<file path="config.mk">
export PLATFORM = sky130hd
export DESIGN_NAME = seg_sched
export DESIGN_NICKNAME = d
export VERILOG_FILES = /design/src/rtl/seg_sched_pkg.sv /design/src/rtl/seg_sched_fifo.sv /design/src/rtl/seg_sched.sv
export SDC_FILE = /design/constraint.sdc
export NUM_CORES = 1
export LEC_CHECK = 0
export ABC_AREA = 1
export CORE_MARGIN = 1.5
export CORE_UTILIZATION = 45
export CTS_CLUSTER_SIZE = 30
export DETAILED_ROUTE_END_ITERATION = 6
export DONT_BUFFER_PORTS = 1
export GPL_TIMING_DRIVEN = 0
export PLACE_DENSITY_LB_ADDON = 0.15
export SETUP_SLACK_MARGIN = 0.3
export SYNTH_ARGS = -nofsm -noshare
export SYNTH_HDL_FRONTEND = slang
export SYNTH_SLANG_ARGS = --single-unit
</file>
<file path="constraint.sdc">
create_clock -name clk -period 3.5 [get_ports clk]
set_clock_uncertainty 0.2 [all_clocks]
set_input_delay 0.875 -clock clk [delete_from_list [all_inputs] [get_ports clk]]
set_output_delay 0.875 -clock clk [all_outputs]
set_load 0.05 [all_outputs]
</file>
<file path="src/rtl/seg_sched_pkg.sv">
// seg_sched_pkg: shared types and constants for the 7-segment display-ownership
// scheduler (seg_sched) and its optional pending-result FIFO (seg_sched_fifo).

package seg_sched_pkg;

    // Display ownership states
    typedef enum logic [1:0] {
        ST_CNT    = 2'd0,   // counter source owns the display
        ST_HOLD   = 2'd1,   // an OUT result is shown for a limited time
        ST_STICKY = 2'd2    // the OUT view is pinned by the view button
    } state_e;

    // Indicator LED patterns on controll
    localparam logic [7:0] CTRL_CNT    = 8'h01;
    localparam logic [7:0] CTRL_OUT    = 8'h02;
    localparam logic [7:0] CTRL_STICKY = 8'h04;

    // Four digits of segment patterns (output source / latch)
    typedef logic [3:0][7:0] seg4_t;

    // Eight digits of segment patterns (full display)
    typedef logic [7:0][7:0] seg8_t;

    // Indicator pattern shown for a given ownership state
    function automatic logic [7:0] ctrl_for(input state_e st);
        logic [7:0] ctl;
        case (st)
            ST_CNT:    ctl = CTRL_CNT;
            ST_HOLD:   ctl = CTRL_OUT;
            ST_STICKY: ctl = CTRL_STICKY;
            default:   ctl = CTRL_CNT;
        endcase
        return ctl;
    endfunction

    // Output-source view: latched digits 0-3, blank digits 4-7
    function automatic seg8_t out_view(input seg4_t latch);
        seg8_t s;
        s[3:0] = latch;
        s[7:4] = 32'h0000_0000;
        return s;
    endfunction

endpackage

</file>
<file path="src/rtl/seg_sched_fifo.sv">
// seg_sched_fifo: two-entry FIFO of pending OUT results (seg4_t). Used by
// seg_sched only when SEG_SCHED_QUEUE_EN is defined. flush empties the FIFO
// and takes priority over push/pop. A push while full is accepted only when a
// pop happens in the same cycle.

module seg_sched_fifo
    import seg_sched_pkg::*;
(
    input  logic  clk,
    input  logic  rst_n,
    input  logic  push,
    input  logic  pop,
    input  logic  flush,
    input  seg4_t din,
    output seg4_t dout,
    output logic  full,
    output logic  empty
);

    seg4_t      mem_q [2];
    logic       rd_q;
    logic       wr_q;
    logic [1:0] cnt_q;

    logic do_pop_s;
    logic do_push_s;

    assign full      = (cnt_q == 2'd2);
    assign empty     = (cnt_q == 2'd0);
    assign do_pop_s  = pop && !empty;
    assign do_push_s = push && (!full || do_pop_s);
    assign dout      = mem_q[rd_q];

    // Storage, pointers and occupancy count
    always_ff @(posedge clk or negedge rst_n) begin
        if (!rst_n) begin
            mem_q[0] <= '0;
            mem_q[1] <= '0;
            rd_q     <= 1'b0;
            wr_q     <= 1'b0;
            cnt_q    <= 2'd0;
        end else if (flush) begin
            rd_q     <= 1'b0;
            wr_q     <= 1'b0;
            cnt_q    <= 2'd0;
        end else begin
            if (do_push_s) begin
                mem_q[wr_q] <= din;
                wr_q        <= ~wr_q;
            end
            if (do_pop_s) begin
                rd_q <= ~rd_q;
            end
            case ({do_push_s, do_pop_s})
                2'b10:   cnt_q <= cnt_q + 2'd1;
                2'b01:   cnt_q <= cnt_q - 2'd1;
                default: cnt_q <= cnt_q;
            endcase
        end
    end

endmodule

</file>
<file path="src/rtl/seg_sched.sv">
// seg_sched: display-ownership scheduler for eight 7-segment digit banks.
// The counter source owns the display until an OUT result arrives; the result
// is held for HOLD_CYCLES cycles and the display then returns to the counter.
// Each rising edge of view_btn toggles a pinned OUT view.
// Optional feature macro: SEG_SCHED_QUEUE_EN adds a 2-entry FIFO of results
// that arrive while one is already being held (without it, a new result
// overwrites the held one and restarts the hold time, and drop stays 0).

module seg_sched
    import seg_sched_pkg::*;
#(
    parameter int HOLD_CYCLES = 50_000_000,
    parameter int CW          = $clog2(HOLD_CYCLES + 1)
) (
    input  logic            clk,
    input  logic            rst_n,
    input  logic [7:0][7:0] seg_cnt,
    input  logic            out_req,
    input  logic [3:0][7:0] out_seg,
    input  logic            view_btn,
    output logic [7:0][7:0] seg,
    output logic [7:0]      controll,
    output logic            out_busy,
    output logic            drop
);

    localparam logic [CW-1:0] TIMER_RELOAD = CW'(HOLD_CYCLES - 1);
    localparam logic [CW-1:0] TIMER_ONE    = CW'(1);
    localparam logic [CW-1:0] TIMER_ZERO   = CW'(0);

    state_e          state_q, state_d;
    seg4_t           latch_q, latch_d;
    logic [CW-1:0]   timer_q, timer_d;
    logic            view_q;
    logic            view_rise_s;

    seg8_t           seg_q, seg_d;
    logic [7:0]      controll_q, controll_d;
    logic            out_busy_q, out_busy_d;
    logic            drop_q, drop_d;

`ifdef SEG_SCHED_QUEUE_EN
    logic            q_push_s;
    logic            q_pop_s;
    logic            q_flush_s;
    logic            q_full_s;
    logic            q_empty_s;
    seg4_t           q_dout_s;

    seg_sched_fifo u_fifo (
        .clk   (clk),
        .rst_n (rst_n),
        .push  (q_push_s),
        .pop   (q_pop_s),
        .flush (q_flush_s),
        .din   (out_seg),
        .dout  (q_dout_s),
        .full  (q_full_s),
        .empty (q_empty_s)
    );
`endif

    assign view_rise_s = view_btn && !view_q;

    // Ownership FSM, latch capture and hold timer next-state
    always_comb begin
        state_d = state_q;
        latch_d = latch_q;
        timer_d = timer_q;
        drop_d  = 1'b0;
`ifdef SEG_SCHED_QUEUE_EN
        q_push_s  = 1'b0;
        q_pop_s   = 1'b0;
        q_flush_s = 1'b0;
`endif
        case (state_q)
            ST_CNT: begin
                if (out_req) begin
                    latch_d = out_seg;
                    timer_d = TIMER_RELOAD;
                    state_d = ST_HOLD;
                end else begin
                    state_d = ST_CNT;
                end
                // A view edge overrides the capture's HOLD target
                if (view_rise_s) begin
                    state_d = ST_STICKY;
                end else begin
                    state_d = state_d;
                end
            end
            ST_HOLD: begin
`ifdef SEG_SCHED_QUEUE_EN
                if (view_rise_s) begin
                    // Pinning abandons queued results; a coincident request
                    // goes straight to the latch as it would in STICKY
                    state_d   = ST_STICKY;
                    q_flush_s = 1'b1;
                    if (out_req) begin
                        latch_d = out_seg;
                    end else begin
                        latch_d = latch_q;
                    end
                end else if (timer_q == TIMER_ZERO) begin
                    if (!q_empty_s) begin
                        // Next queued result takes over; a coincident
                        // request queues behind it if there was room
                        q_pop_s = 1'b1;
                        latch_d = q_dout_s;
                        timer_d = TIMER_RELOAD;
                        if (out_req) begin
                            if (q_full_s) begin
                                drop_d = 1'b1;
                            end else begin
                                q_push_s = 1'b1;
                            end
                        end else begin
                            q_push_s = 1'b0;
                        end
                    end else if (out_req) begin
                        // Empty queue: the new result bypasses it
                        latch_d = out_seg;
                        timer_d = TIMER_RELOAD;
                    end else begin
                        state_d = ST_CNT;
                    end
                end else begin
                    timer_d = timer_q - TIMER_ONE;
                    if (out_req) begin
                        if (q_full_s) begin
                            drop_d = 1'b1;
                        end else begin
                            q_push_s = 1'b1;
                        end
                    end else begin
                        q_push_s = 1'b0;
                    end
                end
`else
                if (out_req) begin
                    // New result overwrites and restarts, even at expiry
                    latch_d = out_seg;
                    timer_d = TIMER_RELOAD;
                end else if (timer_q == TIMER_ZERO) begin
                    state_d = ST_CNT;
                end else begin
                    timer_d = timer_q - TIMER_ONE;
                end
                if (view_rise_s) begin
                    state_d = ST_STICKY;
                end else begin
                    state_d = state_d;
                end
`endif
            end
            ST_STICKY: begin
                if (out_req) begin
                    latch_d = out_seg;
                end else begin
                    latch_d = latch_q;
                end
                if (view_rise_s) begin
                    state_d = ST_CNT;
                end else begin
                    state_d = ST_STICKY;
                end
            end
            default: begin
                state_d = ST_CNT;
            end
        endcase
    end

    // Output drive computed from the next state so outputs lag inputs by one cycle
    always_comb begin
        seg_d      = seg_cnt;
        controll_d = ctrl_for(state_d);
        out_busy_d = (state_d != ST_CNT);
        if (state_d == ST_CNT) begin
            seg_d = seg_cnt;
        end else begin
            seg_d = out_view(latch_d);
        end
    end

    // State, latch, timer and view-button edge detector
    always_ff @(posedge clk or negedge rst_n) begin
        if (!rst_n) begin
            state_q <= ST_CNT;
            latch_q <= '0;
            timer_q <= TIMER_ZERO;
            view_q  <= 1'b0;
        end else begin
            state_q <= state_d;
            latch_q <= latch_d;
            timer_q <= timer_d;
            view_q  <= view_btn;
        end
    end

    // Registered outputs
    always_ff @(posedge clk or negedge rst_n) begin
        if (!rst_n) begin
            seg_q      <= '0;
            controll_q <= CTRL_CNT;
            out_busy_q <= 1'b0;
            drop_q     <= 1'b0;
        end else begin
            seg_q      <= seg_d;
            controll_q <= controll_d;
            out_busy_q <= out_busy_d;
            drop_q     <= drop_d;
        end
    end

    assign seg      = seg_q;
    assign controll = controll_q;
    assign out_busy = out_busy_q;
    assign drop     = drop_q;

endmodule

</file>
Word-level counts from Yosys, hierarchy flattened
Cells that the tools add are included.
- muxes and demuxes: 15
- equality and inequality tests: 6
- add/subtract/negate cells: 1
- reduce and logical (&&, ||, !) cells: 9
- operators by type and width (operator ; number):
    26-bit 2-to-1 mux ; 3
    32-bit 2-to-1 mux ; 2
    64-bit 2-to-1 mux ; 1
    26-bit one-hot mux with 2 select lines ; 1
    26-bit zero test ; 1
    26-bit by 1-bit subtractor with 26-bit output (second input constant) ; 1
    2-bit 2-to-1 mux ; 5
    2-bit one-hot mux with 3 select lines ; 1
    3-bit one-hot mux with 2 select lines ; 1
    2-bit by 1-bit == test with 1-bit output (second input constant) ; 2
    2-bit == test (second input constant) ; 2
    2-bit zero test ; 2
    2-bit nonzero test ; 2
    3-bit != test (second input constant) ; 1
    3-bit AND reduction ; 1
    3-bit OR reduction ; 1
    2-bit != test (second input constant) ; 1
    1-bit logical AND ; 1
    1-bit zero test ; 1
    1-bit 2-to-1 mux ; 1
- word-level logic and storage cells: 48
- register bits: 134
- output and inout port bits: 74
- input bits: 100

Depth between registers and ports, before layout
- depth in word-level cells: 7
- mapped depth: 13
- depth with buffers taken out: 12

Worst setup path before layout
Ideal clock, no wire load.
- path type: input-to-reg
- start: input port out_req
- end: register seg_q (netlist bit seg[10])
- setup slack: 0.861 ns
- cell stages on the path: 12
- setup time: 0.066 ns
- required time: 3.234 ns
- arrival: 2.373 ns
- path through: inv_2 -> nand4_1 -> nor2_1 -> nand3_2 -> nand2_4 -> a21oi_1 -> inv_1 -> ha_1 -> clkbuf_1 -> clkbuf_1 -> nand2_1 -> nand2_1
- RTL lines (element ; line ; RTL):
    from (decl) ; seg_sched.sv:18 ; input logic out_req,
    to (signal assigned) ; seg_sched.sv:209 ; seg_q <= seg_d;
    to (decl) ; seg_sched.sv:37 ; seg8_t seg_q, seg_d;

==> impl_metrics.json <==
{
  "ir_drop_mv": 0.439,
  "hold_slack_ps": -39.0,
  "grt_usage_pct": 20.2,
  "leakage_nw": 3.35,
  "tns_ps": 0,
  "htree_levels": 4,
  "die_area_um2": 13200,
  "hold_viol": 90,
  "seq_area_um2": 3230,
  "cts_setup_buffers": 0,
  "postPlaceCellArea_um2": 5870,
  "yosysUniqueCellTypes": 29,
  "die_w_um": 115,
  "place_worst_setup_slack_ps": 206,
  "num_rows": 40,
  "async_reset_ff_share_pct": 100,
  "crit_type": "reg2reg",
  "yosys_register_bits": 129,
  "core_um2": 12100,
  "relSlewSlack_pct": 63.6,
  "fmax_mhz": 347,
  "p_per_area_nw_per_um2": 954,
  "maxCapViolCount": 0,
  "grt_max_degree": 130,
  "status": "finished, violations left",
  "syn_inst": 608,
  "syn_to_final_growth_pct": 16.1,
  "synthesis.area_um2": 5640,
  "antenna_left": 0,
  "fin_crit_sh_pct": 82.4,
  "fin_ws_ps": 618,
  "cts_sinks": 129,
  "boundaryPins": 174,
  "report.final.setup_viol": 0,
  "final_cell_mix": "nand2_1 (198), dfrtp_1 (128), inv_1 (71)",
  "arrival_ps": 3040,
  "synth_flop_cell": "dfrtp_1",
  "start_kind": "flop",
  "clk_pin_slew_worst_paths_ps": 60,
  "cts_max_path_buffers": 2,
  "power.total_mw": 6.25,
  "die_h_um": 115,
  "num-nets-final": 737,
  "multiInputGateArea_um2": 2000,
  "cp_max_fo": 10,
  "design_area_um2": 6550,
  "hp-class": "in2async",
  "antennaDiodeCount": 0,
  "rsz0062_at_grt": "false",
  "cts_buffers": 17,
  "gp_congestion": 0.835,
  "cts_tree": "built",
  "drtIter0Drc": 195,
  "final_common_cell": "nand2_1",
  "first_global_vias": 4081,
  "avgSynthCellArea_um2": 9.28,
  "grt_overflow": 0,
  "root_buffer": "clkbuf_16",
  "drc_errors": 0,
  "viasPerCell": 4.88,
  "avgRoutedWirePerCell_um": 15.2,
  "place_hpwl_um": 8890,
  "io_buffers": 0,
  "vias": 3959,
  "wl_um": 12300,
  "drv_slew": 0,
  "layout_min_cycle_time_ps": 2880,
  "violations": "negative hold slack",
  "layout-drive-gt1-share_pct": 14.9,
  "start_util_pct": 46.6,
  "yosysSeqAreaShare_pct": 57.2,
  "end_kind": "flop",
  "nFillCells": 1149,
  "dr.pass1.iters": 4,
  "cp.required_ps": 3650,
  "grt_pass1_wl_um": 20100,
  "clk-insertion-delay-late_ps": 410,
  "worst_pin_slew_ps": 547,
  "synth_edf_count": 0,
  "ys_warn_count": 0,
  "antenna_found_initial": 0
}
[path summary, 6_finish.rpt]
kind / slack [ps] / cells after the start / endpoint / start
worst min-delay path: -40 / 0 / timer_q[3] / rst_n
worst min register to register: 290 / 1 / latch_q[6] / latch_q[6]
worst max register to register: 620 / 12 / seg[6] / timer_q[8]
max in group asynchronous: 2880 / 0 / controll[0] / rst_n
min in group clk: 290 / 1 / latch_q[6] / latch_q[6]
worst max-delay path: 620 / 12 / seg[6] / timer_q[8]
[through the flow]
step,instances,hold slack [ps],util [%]
2_1_floorplan,613,261,-
3_3_place_gp,781,271,48.5
3_5_place_dp,781,277,48.5
4_1_cts,812,-58.0,54.1
5_1_grt,812,-59.5,54.1
6_report,812,-39.0,54.1
[critical path: stages, from the launching register on]
cell      delay (ps)
dfrtp_1          440
nor2_2           170
nand2_1          120
nor2_2           160
nand3_2          130
nand2_4          160
a21oi_1          120
inv_1            100
ha_1             160
clkbuf_1         410
clkbuf_1         430
nand2_1          130
nand2_1           90
[registers in the layout, indices dropped and copies added, names as in the netlist]
| name | cells |
|---|---|
| latch_q | 32 |
| state_q | 2 |
| timer_q | 26 |
| controll | 3 |
| seg | 64 |
| out_busy | 1 |
| view_q | 1 |
[per-layer routing]
layer	vias to the layer above	share of wire [%]	routed length (um)	global-route usage (%)
met3	17	8.4	1040	8.22
li1	1918	-	-	-
met4	0	1.6	200	9.22
met5	-	0	0	0
met1	1894	41	5000	24.1
met2	130	49	6090	32.1
[cell type report]
cell class / instances / share of cell area [%]
sequential: 129 / 49.3
multi-input combinational: 387 / 30.6
clock buffer: 19 / 6.91
inverter: 73 / 4.18
clock inverter: 12 / 3.44
tap: 168 / 3.21
buffer: 24 / 2.43
[cell families (layout without fill, tap and decap cells)]
family	count (synthesis)	count (layout)	share of synthesized area, %
adders and majority gates	5	5	1.11
xor gates and xnor gates	7	7	1.09
DFF	129	129	57.2
muxes	32	32	6.38
and+or+nand+nor	302	302	22.1
AOI/OAI and AO/OA	35	35	4.37
other	1	6	0.0664
buffers and inverters	97	128	7.65
[power breakdown]
| part | total, mW | internal (mW) | switching (mW) |
|---|---|---|---|
| Combinational | 1.13 | 0.385 | 0.746 |
| Sequential | 3.10 | 1.90 | 1.20 |
| Clock | 2.02 | 1.37 | 0.647 |
| Total | 6.25 | 3.66 | 2.59 |
[repair_timing]
action / 4_1_cts / 5_1_grt
gates resized for setup: 0 / 2
endpoints found under the hold margin: 128 / 128
setup endpoints to repair: 0 / 1
[cells in the mapped netlist, drive strengths merged, types with 5 or more instances]
cell    instances  area share [%]
inv            73             4.9
dfrtp         128              57
clkbuf          8            0.53
xor2            6            0.93
a21oi           5            0.44
mux2           32             6.4
nor2           55             3.9
nand4           6            0.67
ha              5             1.1
nand3          40             3.7
nand2         200              14
o21ai          30             3.9
buf            16             2.3
No activity file was read; power rests on OpenSTA's default activity.
